===== config.mk =====
export PLATFORM = sky130hd
export DESIGN_NAME = ber_pattern_gen
export DESIGN_NICKNAME = d
export VERILOG_FILES = /design/src/rtl/ber_pkg.sv /design/src/rtl/seg_counter.sv /design/src/rtl/ber_pattern_gen.sv
export SDC_FILE = /design/constraint.sdc
export NUM_CORES = 1
export LEC_CHECK = 0
export ABC_AREA = 1
export ABC_CLOCK_PERIOD_IN_PS = 5200
export CAP_MARGIN = 20
export CORE_MARGIN = 5
export CORE_UTILIZATION = 36
export CTS_CLUSTER_SIZE = 30
export DETAILED_ROUTE_END_ITERATION = 6
export GPL_ROUTABILITY_DRIVEN = 0
export GPL_TIMING_DRIVEN = 0
export MAX_ROUTING_LAYER = met4
export PLACE_DENSITY = 0.69
export SYNTH_ARGS = -nofsm -noshare
export SYNTH_HDL_FRONTEND = slang
export SYNTH_SLANG_ARGS = --single-unit

===== constraint.sdc =====
create_clock -name clk -period 5.2 [get_ports clk]
set_input_delay 1.04 -clock clk [delete_from_list [all_inputs] [get_ports clk]]
set_output_delay 1.04 -clock clk [all_outputs]
set_load 0.1 [all_outputs]

===== src/rtl/ber_pkg.sv =====
`default_nettype none
// ============================================================================
// Module      : ber_pkg
// Description : Shared types and constants for the BER test-pattern generator.
// Revision    : 1.0 - initial release
// ============================================================================
package ber_pkg;

    localparam int BER_WORD_W    = 10;
    localparam int BER_SEG_W     = 12;
    localparam int BER_WORD_SEGS = 4;
    localparam int BER_ERR_SEGS  = 3;

    localparam logic [BER_WORD_W-1:0] BER_MASK_RST = {{(BER_WORD_W-1){1'b0}}, 1'b1};

    typedef enum logic [0:0] {
        IDLE = 1'b0,
        RUN  = 1'b1
    } ber_state_e;

    function automatic logic [BER_WORD_W-1:0] ber_rotl1(input logic [BER_WORD_W-1:0] v);
        return {v[BER_WORD_W-2:0], v[BER_WORD_W-1]};
    endfunction

endpackage
`default_nettype wire


===== src/rtl/seg_counter.sv =====
`default_nettype none
// ============================================================================
// Module      : seg_counter
// Description : Wrapping counter built from cascaded SEG_W-bit segments.
// Revision    : 1.0 - initial release
// ============================================================================
module seg_counter
    import ber_pkg::*;
#(
    parameter int SEG_W = BER_SEG_W,
    parameter int SEGS  = BER_WORD_SEGS
) (
    input  logic                  clk,
    input  logic                  rst,
    input  logic                  inc,
    input  logic                  clear,
    output logic [SEG_W*SEGS-1:0] count
);

    logic [SEG_W*SEGS-1:0] cnt_q;
    logic [SEG_W*SEGS-1:0] cnt_d;
    logic [SEGS-1:0]       w_carry;

    genvar gi;
    generate
        for (gi = 0; gi < SEGS; gi++) begin : g_seg
            // Carry looks straight at the lower segments so there is no ripple chain through w_carry.
            if (gi == 0) begin : g_lsb
                assign w_carry[gi] = inc;
            end else begin : g_upper
                assign w_carry[gi] = inc & (&cnt_q[gi*SEG_W-1:0]);
            end
            assign cnt_d[gi*SEG_W +: SEG_W] = clear ? '0
                : cnt_q[gi*SEG_W +: SEG_W] + {{(SEG_W-1){1'b0}}, w_carry[gi]};
        end
    endgenerate

    always_ff @(posedge clk or posedge rst) begin
        if (rst) begin
            cnt_q <= '0;
        end else begin
            cnt_q <= cnt_d;
        end
    end

    assign count = cnt_q;

endmodule
`default_nettype wire


===== src/rtl/ber_pattern_gen.sv =====
`default_nettype none
// ============================================================================
// Module      : ber_pattern_gen
// Description : Fixed-word BER test pattern generator with optional single-bit
//               error injection (enabled by defining BER_ERR_INJECT_EN).
// Revision    : 1.0 - initial release
// ============================================================================
module ber_pattern_gen
    import ber_pkg::*;
#(
    parameter int INJ_W = 16
) (
    input  logic                                clk,
    input  logic                                rst,
    input  logic                                enable,
    input  logic                                start,
    input  logic                                stop,
    input  logic [BER_WORD_W-1:0]               pattern,
    input  logic [3:0]                          word_interval,
    input  logic [INJ_W-1:0]                    inject_period,
    input  logic                                inject_once,
    output logic [BER_WORD_W-1:0]               data_10b,
    output logic                                data_ready,
    output logic                                busy,
    output logic [BER_SEG_W*BER_WORD_SEGS-1:0]  word_count,
    output logic [BER_SEG_W*BER_ERR_SEGS-1:0]   injected_count
);

    ber_state_e            state_q, state_d;
    logic [3:0]            gap_q, gap_d;
    logic                  rdy_q;
    logic [BER_WORD_W-1:0] data_q;
    logic                  w_emit;
    logic                  w_start;
    logic                  w_corrupt;
    logic [BER_WORD_W-1:0] w_word;

    // Everything is gated by enable here, so a low enable holds state and drops pulses.
    always_comb begin
        state_d = state_q;
        gap_d   = gap_q;
        w_emit  = 1'b0;
        w_start = 1'b0;
        if (enable) begin
            case (state_q)
                IDLE: begin
                    if (start && !stop) begin
                        state_d = RUN;
                        gap_d   = '0;
                        w_start = 1'b1;
                    end
                end
                RUN: begin
                    if (stop) begin
                        state_d = IDLE;
                    end else if (gap_q == '0) begin
                        w_emit = 1'b1;
                        gap_d  = word_interval;
                    end else begin
                        gap_d = gap_q - 4'd1;
                    end
                end
                default: state_d = IDLE;
            endcase
        end
    end

    always_ff @(posedge clk or posedge rst) begin
        if (rst) begin
            state_q <= IDLE;
            gap_q   <= '0;
        end else begin
            state_q <= state_d;
            gap_q   <= gap_d;
        end
    end

    always_ff @(posedge clk or posedge rst) begin
        if (rst) begin
            rdy_q  <= 1'b0;
            data_q <= '0;
        end else begin
            rdy_q <= w_emit;
            if (w_emit) begin
                data_q <= w_word;
            end
        end
    end

`ifdef BER_ERR_INJECT_EN
    localparam logic [INJ_W-1:0] c_inj_one = {{(INJ_W-1){1'b0}}, 1'b1};

    logic [INJ_W-1:0]      per_q, per_d;
    logic                  pend_q, pend_d;
    logic [BER_WORD_W-1:0] mask_q, mask_d;
    logic                  w_per_hit;

    // A one-shot pulse coinciding with an emission is consumed by that same word.
    always_comb begin
        w_per_hit = (inject_period != '0) && (per_q == inject_period - c_inj_one);
        w_corrupt = w_emit && (w_per_hit || pend_q || inject_once);
        per_d     = per_q;
        pend_d    = pend_q;
        mask_d    = mask_q;
        if (w_start) begin
            per_d = '0;
        end else if (w_emit) begin
            per_d = w_per_hit ? '0 : per_q + c_inj_one;
        end
        if (w_emit) begin
            pend_d = 1'b0;
        end else if (enable && inject_once) begin
            pend_d = 1'b1;
        end
        if (w_corrupt) begin
            mask_d = ber_rotl1(mask_q);
        end
    end

    always_ff @(posedge clk or posedge rst) begin
        if (rst) begin
            per_q  <= '0;
            pend_q <= 1'b0;
            mask_q <= BER_MASK_RST;
        end else begin
            per_q  <= per_d;
            pend_q <= pend_d;
            mask_q <= mask_d;
        end
    end

    assign w_word = pattern ^ (w_corrupt ? mask_q : '0);

    seg_counter #(
        .SEG_W (BER_SEG_W),
        .SEGS  (BER_ERR_SEGS)
    ) u_err_cnt (
        .clk   (clk),
        .rst   (rst),
        .inc   (w_corrupt),
        .clear (1'b0),
        .count (injected_count)
    );
`else
    logic unused_inj;

    assign w_corrupt      = 1'b0;
    assign w_word         = pattern;
    assign injected_count = '0;
    assign unused_inj     = ^{inject_period, inject_once, w_start, w_corrupt};
`endif

    seg_counter #(
        .SEG_W (BER_SEG_W),
        .SEGS  (BER_WORD_SEGS)
    ) u_word_cnt (
        .clk   (clk),
        .rst   (rst),
        .inc   (w_emit),
        .clear (1'b0),
        .count (word_count)
    );

    assign data_10b   = data_q;
    assign data_ready = rdy_q;
    assign busy       = (state_q == RUN);

endmodule
`default_nettype wire


After elaboration in Yosys (flattened, before gate mapping)

Index checks and enable logic that the tools add are counted.
Widths: inputs -> output; s select.

Register bits: 64
Bits of input ports: 36
Output and inout port bits: 96
Logic and storage cells: 34

Add/sub/neg operators: 5
Eq/ne operators: 2
Muxes and demuxes: 11
Bitwise operators: 4
Reduce and logical (&&, ||, !) cells: 7

Operators with widths:

| kind                | number |
|---|---|
| $add 12x1->12       | 4 |
| $reduce_and 36->1   | 1 |
| $reduce_and 24->1   | 1 |
| $mux 4              | 3 |
| $reduce_and 12->1   | 1 |
| $pmux 4 s2          | 1 |
| $mux 1              | 6 |
| $logic_not 4->1     | 1 |
| $ne 2x2->1 const B  | 2 |
| $sub 4x1->4 const B | 1 |
| $and 1x1->1         | 3 |
| $reduce_and 3->1    | 1 |
| $pmux 1 s2          | 1 |
| $logic_and 1x1->1   | 1 |
| $logic_not 1->1     | 1 |
| $not 1->1           | 1 |

Longest topological paths before layout

Gate-level depths: netlist (run 1).

Depth after elaboration: 7
Depth in mapped cells: 16
Mapped depth without buffers: 16

Cells and area by module

A second synthesis (run 1) with hierarchy kept.

Cell total of the unflattened synthesis: 480
Area, all modules: 3,641.0 sq um

Modules (own cells, without submodules):

| module          | times used | cells an instance | area an instance (sq um) | sequential area each (sq um) |
|---|---|---|---|---|
| seg_counter     | 1          | 348               | 2,605.0                  | 1,201.2 |
| ber_pattern_gen | 1          | 132               | 1,036.0                  | 400.4 |

Worst setup path after synthesis (run 1)

Ideal clock, no wire load.

Path type: reg-to-reg
From: reg u_word_cnt.cnt_q[29], in the netlist u_word_cnt.count[29]
To: reg u_word_cnt.cnt_q[44], in the netlist u_word_cnt.count[44]
Library setup time: 70 ps
Arrival: 2,662 ps
Data required time: 5,130 ps
Slack: 2,468 ps
Stages on the path, launching flop included: 15
Buffers on the path: 0
Clock period less this slack: 2,732 ps
Path through: dfrtp_1 nand2_1 nor2_1 nand3_1 nor2_1 nand2_1 nor2_2 ha_1 ha_1 nand2_1 nor2_2 nand3_1 nor2_2 nand3_1 nand2_1

Longest elaborated chain between the ends: 3

RTL lines:

| element                  | RTL line          | RTL |
|---|---|---|
| start: declaration       | seg_counter.sv:20 | `logic [SEG_W*SEGS-1:0] cnt_q;` |
| start signal: assignment | seg_counter.sv:42 | `cnt_q <= cnt_d;` |
| $reduce_and 36->1        | seg_counter.sv:31 | `assign w_carry[gi] = inc & (&cnt_q[gi*SEG_W-1:0]);` |
| $and 1x1->1              | seg_counter.sv:31 |  |
| $add 12x1->12            | seg_counter.sv:34 | `: cnt_q[gi*SEG_W +: SEG_W] + {{(SEG_W-1){1'b0}}, w_carry[gi]};` |
| net u_word_cnt.cnt_d[44] | seg_counter.sv:21 | `logic [SEG_W*SEGS-1:0] cnt_d;` |

The timed path passes the listed nets, and every way through them passes these cells.
A chain may end at the register's enable or synchronous reset.

Worst setup path in the final report (run 1)

From: reg u_word_cnt.cnt_q[28], in the netlist u_word_cnt.count[28]
To: out word_count[28]

RTL lines:

| element          | RTL line              | RTL |
|---|---|---|
| end: declaration | ber_pattern_gen.sv:25 | `output logic [BER_SEG_W*BER_WORD_SEGS-1:0] word_count,` |

No word-level cell between the ends.

==> impl_metrics.prom, run 1 <==
# TYPE chip_impl_metric gauge
chip_impl_metric{name="synth_xor_xnor_area_share",unit="%"} 8.96
chip_impl_metric{name="avgViaCountPerCell",unit=""} 4.24
chip_impl_metric{name="synth-seq-cells",unit=""} 64
chip_impl_metric{name="worst-endpoint-arrival",unit="ns"} 1.99
chip_impl_metric{name="grt_pass1_wl",unit="mm"} 12.0
chip_impl_metric{name="area_growth",unit="%"} 39.5
chip_impl_metric{name="drc",unit=""} 0
chip_impl_metric{name="intPower",unit="uW"} 965
chip_impl_info{name="status",value="finished clean"} 1
chip_impl_metric{name="post-route-min-period",unit="ns"} 3.03
chip_impl_info{name="crit_chain",value="clkdlybuf4s50_1"} 1
chip_impl_metric{name="gr-usage-all-layers",unit="%"} 13.6
chip_impl_metric{name="port_buffers",unit=""} 78
chip_impl_metric{name="cts.htree.levels",unit=""} 3
chip_impl_info{name="layout.cells.most_common_list",value="88 x nand2_1, 78 x clkdlybuf4s50_1, 64 x dfrtp_1"} 1
chip_impl_metric{name="r2r_setup_slack",unit="ns"} 2.78
chip_impl_metric{name="cts-root-to-sink-buffers",unit=""} 2
chip_impl_metric{name="sequential_share_of_power",unit="%"} 33.9
chip_impl_metric{name="slew_violations",unit=""} 0
chip_impl_metric{name="cts_buffers",unit=""} 9
chip_impl_metric{name="power_per_cell_area",unit="nW/um^2"} 389
chip_impl_metric{name="postRouteAntennaNets",unit=""} 0
chip_impl_metric{name="total_number_of_placement_rows",unit=""} 34
chip_impl_metric{name="period_share",unit="%"} 58.2
chip_impl_info{name="family_with_the_most_delay_on_the_worst_path",value="buffers and inverters"} 1
chip_impl_metric{name="path_max_fanout",unit=""} 6
chip_impl_metric{name="dp_slack",unit="ns"} 1.84
chip_impl_info{name="main_combinational_cell_family_by_area_after_synthesis",value="simple AND/OR/NAND/NOR gates"} 1
chip_impl_info{name="tritoncts",value="yes"} 1
chip_impl_metric{name="cts.reportedPaths.clkPinSlew",unit="ns"} 0.07
chip_impl_metric{name="fmax",unit="MHz"} 330
chip_impl_metric{name="final.setup_skew",unit="ns"} 0.00779
chip_impl_metric{name="synth_adder_area_share",unit="%"} 3.49
chip_impl_metric{name="detail_route.first_pass.iterations",unit=""} 4
chip_impl_metric{name="worst_slew_margin_rel",unit="%"} 32.2
chip_impl_info{name="holdCritStartpoint",value="data_10b[0]"} 1
chip_impl_info{name="holdPathEnd",value="data_10b[0]"} 1
chip_impl_metric{name="cts.sinks",unit=""} 64
chip_impl_metric{name="data_required_time_of_the_worst_path",unit="ns"} 4.16
chip_impl_metric{name="proportion_of_synthesized_area_in_mux_cells",unit="%"} 0
chip_impl_metric{name="yosysWarnings",unit=""} 0
chip_impl_metric{name="io_pins",unit=""} 132
chip_impl_metric{name="detailedPlacementHpwl",unit="mm"} 5.39
chip_impl_metric{name="initial_utilization",unit="%"} 37.0
chip_impl_info{name="critical-path-slowest-cell",value="clkdlybuf4s50_1"} 1
chip_impl_metric{name="worst_skew_pair.late_latency",unit="ns"} 0.33
chip_impl_metric{name="biggest_cell_delay_along_the_critical_path",unit="ns"} 1.18
chip_impl_metric{name="timing_hold_violations_final",unit=""} 0
chip_impl_metric{name="worst_slew_pin_slew",unit="ns"} 1.01
chip_impl_metric{name="grt_antenna_before_repair",unit=""} 0
chip_impl_metric{name="finalSetupTns",unit="ns"} 0
chip_impl_metric{name="cellLeakagePower",unit="uW"} 0.00225
chip_impl_info{name="setup_repair_after_global_routing_missed_its_margin",value="false"} 1
chip_impl_info{name="critPathCaptureType",value="output port"} 1
chip_impl_metric{name="final_critical_path_setup_slack",unit="ns"} 2.17
chip_impl_metric{name="holdWs",unit="ns"} 0.484
chip_impl_metric{name="detailedRoute.firstIterationViolations",unit=""} 59
chip_impl_metric{name="max_cap_violations",unit=""} 0
chip_impl_info{name="cp-start-kind",value="flop"} 1
chip_impl_metric{name="final_layout_size_suffix_gt1_share",unit="%"} 15.1
chip_impl_info{name="cts.root.buffer_cell",value="clkbuf_8"} 1
chip_impl_metric{name="ctsHoldBuffers",unit=""} 0
chip_impl_metric{name="placed_cells_incl_taps",unit=""} 582
chip_impl_metric{name="netSwitchingPower",unit="uW"} 784
chip_impl_metric{name="wl_per_cell",unit="microns"} 11.5
chip_impl_metric{name="post_cts_setup_bufs",unit=""} 0
chip_impl_metric{name="cts_resized",unit=""} 0
chip_impl_info{name="final_common_cell",value="nand2_1"} 1
chip_impl_metric{name="globalRouteOverflowTotal",unit=""} 0
chip_impl_metric{name="num-nets-final",unit=""} 530
chip_impl_metric{name="p_sw_share",unit="%"} 44.8
chip_impl_metric{name="detailroute.via_count",unit=""} 2532
chip_impl_info{name="critPathKind",value="flop to output port"} 1
chip_impl_metric{name="final_cells",unit=""} 597
chip_impl_metric{name="aggregate_routed_wire_length",unit="mm"} 6.86
chip_impl_metric{name="die_h",unit="microns"} 105
chip_impl_metric{name="synthesized_area_fraction_occupied_by_and_or_nand_nor_cells",unit="%"} 22.5
chip_impl_metric{name="combPwrFrac",unit="%"} 40.6
chip_impl_info{name="reg2reg_to",value="u_word_cnt.count[44]"} 1
chip_impl_info{name="rr_startpoint",value="gap_q[0]"} 1
chip_impl_info{name="path_class_of_the_lowest_slack_min_delay_path",value="flop to flop"} 1
chip_impl_metric{name="maximum_number_of_pins_on_one_net_before_global_route_repair",unit=""} 35
chip_impl_metric{name="synthDistinctLibCells",unit=""} 24
chip_impl_metric{name="fp.dieArea",unit="sq um"} 10900
chip_impl_metric{name="antenna_cells",unit=""} 0
chip_impl_metric{name="critical_path.n_buffers_inverters",unit=""} 1
chip_impl_metric{name="synth_seq_area_share",unit="%"} 49.7
chip_impl_metric{name="fill_cells",unit=""} 796
chip_impl_metric{name="synth_compound_area_share",unit="%"} 2.06
chip_impl_metric{name="pwr-share-clk",unit="%"} 25.4
chip_impl_metric{name="post_synth_instance_area",unit="sq um"} 3220
chip_impl_metric{name="floorplan.die.width",unit="microns"} 105
chip_impl_metric{name="postSynthCellCount",unit=""} 360
chip_impl_metric{name="worst_hold_path.num_cells",unit=""} 2
chip_impl_metric{name="finalSetupViolations",unit=""} 0
chip_impl_metric{name="power.ir.vdd_worst",unit="mV"} 0.328
chip_impl_metric{name="first_global_vias",unit=""} 2642
chip_impl_metric{name="reg2reg_depth",unit=""} 16
chip_impl_metric{name="synth_area_per_cell",unit="sq um"} 8.96
chip_impl_metric{name="placeableCoreArea",unit="sq um"} 8720
power by group through the flow:
stage,clock network [uW],logic (uW),registers (uW)
final,445,710,593
after global routing,487,745,603
after CTS,464,715,595
after detailed placement,0,713,601
after global placement,0,705,600
after floorplan,0,245,923
cells in the mapped netlist:
library cell	instances	area, sq um
a21oi_1	2	10.0
buf_2	1	5.00
buf_4	36	270
buf_6	1	11.3
conb_1	1	3.75
dfrtp_1	64	1600
ha_1	9	113
inv_1	36	135
inv_2	1	3.75
nand2_1	88	330
nand2_2	5	31.3
nand3_1	16	80.1
nand3_2	2	20.0
nand4_1	4	25.0
nor2_1	32	120
nor2_2	9	56.3
nor2_4	2	22.5
nor3_1	6	30.0
nor3_2	1	10.0
o21ai_0	9	45.0
o21ai_1	1	5.00
o22ai_1	1	6.26
xnor2_1	13	114
xor2_1	20	175
cell type report:
| cell class | count | area, sq um | share of cell area (%) |
|---|---|---|---|
| clock buffers | 13 | 169 | 3.76 |
| clock inverters | 2 | 37.5 | 0.834 |
| plain buffers | 38 | 287 | 6.37 |
| multi-input cells | 256 | 1330 | 29.5 |
| repair buffers | 79 | 801 | 17.8 |
| inverters | 37 | 139 | 3.09 |
| flip-flops and latches | 64 | 1600 | 35.6 |
| well taps | 108 | 135 | 3.00 |
per-layer routing:
metal,global-route usage [%],part of all wire [%],vias to the layer above,routed length [microns]
met2,21.0,45,87,3110
met4,5.21,1.5,0,104
met5,-,0,-,0
met3,6.10,11,12,733
met1,15.6,42,1147,2910
li1,-,-,1286,-
through the flow:
step	utilization [%]	total power [uW]	instance area, sq um
3_5_place_dp	49.2	1310	4290
3_3_place_gp	49.0	1310	4270
6_report	51.6	1750	4500
5_1_grt	51.6	1830	4500
4_1_cts	51.6	1770	4500
2_1_floorplan	-	1170	3360
worst max-delay path by stage:
stage                                     from  depth (start not counted)  slack (ns)                    to
final                     u_word_cnt.count[28]                          1        2.17        word_count[28]
after global routing                    enable                         14        1.92  u_word_cnt.count[46]
after CTS                 u_word_cnt.count[16]                          1        2.14        word_count[16]
after detailed placement                enable                         14        1.84  u_word_cnt.count[46]
after global placement                     rst                          2        1.37  u_word_cnt.count[42]
after floorplan           u_word_cnt.count[29]                         14        2.47  u_word_cnt.count[44]
state kept, by name, indices dropped and copies added (netlist names):
| name | count |
|---|---|
| data_ready | 1 |
| u_word_cnt.count | 48 |
| busy | 1 |
| gap_q | 4 |
| data_10b | 10 |
kinds of logic (layout without fill, tap and decap cells):
kind of cell               after synthesis  count (layout)
and+or+nand+nor                        165             165
buffers and inverters                   75             169
DFF                                     64              64
xor gates and xnor gates                33              33
AOI/OAI and AO/OA                       13              13
adders and majority gates                9               9
other                                    1              36
Note: power is estimated with default switching activity, not from simulation.
==> run 2, diff against run 1 <==
Settings changed: ABC_CLOCK_PERIOD_IN_PS 5200 to 2750, PLACE_DENSITY 0.69 to 0.72.
Clock period 5.2 ns to 2.75 ns, I/O delays scaled along.
==> run 2 against run 1 <==
Effect of this change: routed wire length shrank 1.9%; via count shrank 1.3%; register-to-register slack lost 2.4 ns; hold slack lost 0.0016 ns; combinational power grew 90%; cell count grew 0.17%; sequential cell count is the same; utilization grew 0.086 points; clock skew grew 0.0013 ns; sequential share of layout area shrank 0.059 points; critical endpoint is now word_count[16]; largest power group unchanged.
==> impl_metrics.prom, run 2 (same netlist as run 1, synthesis figures left out) <==
# TYPE chip_impl_metric gauge
chip_impl_info{name="status",value="finished clean"} 1
chip_impl_metric{name="power.ir.vdd_worst",unit="mV"} 0.979
chip_impl_metric{name="finalSetupViolations",unit=""} 0
chip_impl_metric{name="post-route-min-period",unit="ns"} 2.52
chip_impl_metric{name="detail_route.first_pass.iterations",unit=""} 4
chip_impl_metric{name="detailroute.via_count",unit=""} 2499
chip_impl_metric{name="cts.sinks",unit=""} 64
chip_impl_metric{name="post_cts_setup_bufs",unit=""} 0
chip_impl_metric{name="dp_slack",unit="ns"} -0.113
chip_impl_metric{name="data_required_time_of_the_worst_path",unit="ns"} 2.20
chip_impl_metric{name="cts_buffers",unit=""} 9
chip_impl_metric{name="cts_resized",unit=""} 0
chip_impl_info{name="cts.root.buffer_cell",value="clkbuf_8"} 1
chip_impl_info{name="layout.cells.most_common_list",value="88 x nand2_1, 78 x clkdlybuf4s50_1, 64 x dfrtp_1"} 1
chip_impl_metric{name="gr-usage-all-layers",unit="%"} 13.4
chip_impl_metric{name="postRouteAntennaNets",unit=""} 0
chip_impl_metric{name="cts.reportedPaths.clkPinSlew",unit="ns"} 0.07
chip_impl_metric{name="worst_slew_margin_rel",unit="%"} 32.7
chip_impl_metric{name="path_max_fanout",unit=""} 6
chip_impl_info{name="critPathCaptureType",value="output port"} 1
chip_impl_metric{name="power_per_cell_area",unit="nW/um^2"} 745
chip_impl_metric{name="slew_violations",unit=""} 0
chip_impl_metric{name="worst_skew_pair.late_latency",unit="ns"} 0.33
chip_impl_metric{name="worst-endpoint-arrival",unit="ns"} 1.97
chip_impl_info{name="holdCritStartpoint",value="data_10b[8]"} 1
chip_impl_metric{name="fmax",unit="MHz"} 396
chip_impl_metric{name="port_buffers",unit=""} 78
chip_impl_metric{name="cellLeakagePower",unit="uW"} 0.00226
chip_impl_metric{name="cts.htree.levels",unit=""} 3
chip_impl_metric{name="r2r_setup_slack",unit="ns"} 0.38
chip_impl_metric{name="die_h",unit="microns"} 105
chip_impl_metric{name="fp.dieArea",unit="sq um"} 10900
chip_impl_metric{name="wl_per_cell",unit="microns"} 11.3
chip_impl_metric{name="max_cap_violations",unit=""} 0
chip_impl_metric{name="cts-root-to-sink-buffers",unit=""} 2
chip_impl_metric{name="initial_utilization",unit="%"} 37.0
chip_impl_info{name="path_class_of_the_lowest_slack_min_delay_path",value="flop to flop"} 1
chip_impl_metric{name="post-route-util",unit="%"} 51.7
chip_impl_metric{name="biggest_cell_delay_along_the_critical_path",unit="ns"} 1.18
chip_impl_metric{name="finalSetupTns",unit="ns"} 0
chip_impl_info{name="setup_repair_after_global_routing_missed_its_margin",value="false"} 1
chip_impl_info{name="critical-path-slowest-cell",value="clkdlybuf4s50_1"} 1
chip_impl_metric{name="first_global_vias",unit=""} 2706
chip_impl_metric{name="grt_antenna_before_repair",unit=""} 0
chip_impl_info{name="cp-start-kind",value="flop"} 1
chip_impl_metric{name="period_share",unit="%"} 91.7
chip_impl_metric{name="placeableCoreArea",unit="sq um"} 8720
chip_impl_metric{name="drc",unit=""} 0
chip_impl_metric{name="place_area",unit="sq um"} 4290
chip_impl_metric{name="largest_register_ff_count",unit=""} 48
chip_impl_info{name="rr_startpoint",value="gap_q[0]"} 1
chip_impl_metric{name="fin_area",unit="sq um"} 4510
chip_impl_info{name="final_common_cell",value="nand2_1"} 1
chip_impl_metric{name="io_pins",unit=""} 132
chip_impl_metric{name="avgViaCountPerCell",unit=""} 4.18
chip_impl_metric{name="timing_hold_violations_final",unit=""} 0
chip_impl_metric{name="globalRouteOverflowTotal",unit=""} 0
chip_impl_metric{name="antenna_cells",unit=""} 0
chip_impl_metric{name="detailedRoute.firstIterationViolations",unit=""} 32
chip_impl_metric{name="num-nets-final",unit=""} 530
chip_impl_metric{name="final.setup_skew",unit="ns"} 0.00904
chip_impl_metric{name="final_layout_size_suffix_gt1_share",unit="%"} 14.9
chip_impl_metric{name="detailedPlacementHpwl",unit="mm"} 5.28
chip_impl_info{name="tritoncts",value="yes"} 1
chip_impl_info{name="critPathKind",value="flop to output port"} 1
chip_impl_metric{name="worst_hold_path.num_cells",unit=""} 2
chip_impl_metric{name="final_critical_path_setup_slack",unit="ns"} 0.227
chip_impl_metric{name="reg2reg_depth",unit=""} 16
chip_impl_metric{name="grt_pass1_wl",unit="mm"} 11.9
chip_impl_metric{name="maximum_number_of_pins_on_one_net_before_global_route_repair",unit=""} 34
chip_impl_metric{name="worst_slew_pin_slew",unit="ns"} 1.01
chip_impl_metric{name="ctsHoldBuffers",unit=""} 0
chip_impl_metric{name="critical_path.n_buffers_inverters",unit=""} 1
chip_impl_metric{name="area_growth",unit="%"} 39.7
chip_impl_info{name="reg2reg_to",value="u_word_cnt.count[46]"} 1
chip_impl_metric{name="total_number_of_placement_rows",unit=""} 34
chip_impl_info{name="family_with_the_most_delay_on_the_worst_path",value="buffers and inverters"} 1
chip_impl_info{name="holdPathEnd",value="data_10b[8]"} 1
chip_impl_metric{name="aggregate_routed_wire_length",unit="mm"} 6.73
chip_impl_info{name="crit_chain",value="clkdlybuf4s50_1"} 1
chip_impl_metric{name="floorplan.die.width",unit="microns"} 105
run 2: tightest hold or removal path: stages (launching register included):
cell and delay (ns):
dfrtp_1 0.35, nand2_1 0.05, nand2_1 0.05
run 2: worst max-delay path by stage:
stage / from / endpoint / slack (ns) / cells past startpoint
floorplan: u_word_cnt.count[29] / u_word_cnt.count[44] / 0.02 / 14
global placement: rst / u_word_cnt.count[43] / -0.58 / 2
detailed placement: enable / u_word_cnt.count[46] / -0.11 / 15
CTS: u_word_cnt.count[16] / word_count[16] / 0.19 / 1
global route: enable / u_word_cnt.count[46] / 0.0008 / 14
finish: u_word_cnt.count[16] / word_count[16] / 0.23 / 1
run 2: report_power, final:
group,internal [uW],switching (uW),leakage [uW]
clock,535,349,0.000108
combinational,288,1060,0.00131
sequential,1050,79.7,0.000842
run 2: per-layer routing:
layer | share of wire, % | GRT usage, % | up-vias | wire length [microns]
met4 | 0.61 | 2.47 | 0 | 41
met5 | 0 | - | - | 0
met3 | 11 | 7.15 | 6 | 719
met1 | 41 | 14.8 | 1120 | 2780
li1 | - | - | 1286 | -
met2 | 47 | 21.7 | 87 | 3190
run 2: metrics by stage:
stage	cells	hold slack (ns)	power, uW
floorplan	395	0.453	2210
global placement	581	0.461	2470
detailed placement	582	0.465	2490
CTS	598	0.485	3400
global route	598	0.511	3520
finish	598	0.483	3360
run 2: final cells by class:
cell class              count  area, sq um
clock buffers              13          149
clock inverters             3         65.1
fillers                   846         4220
well taps                 108          135
plain buffers              38          287
flip-flops and latches     64         1600
repair buffers             79          801
inverters                  37          139
multi-input cells         256         1330
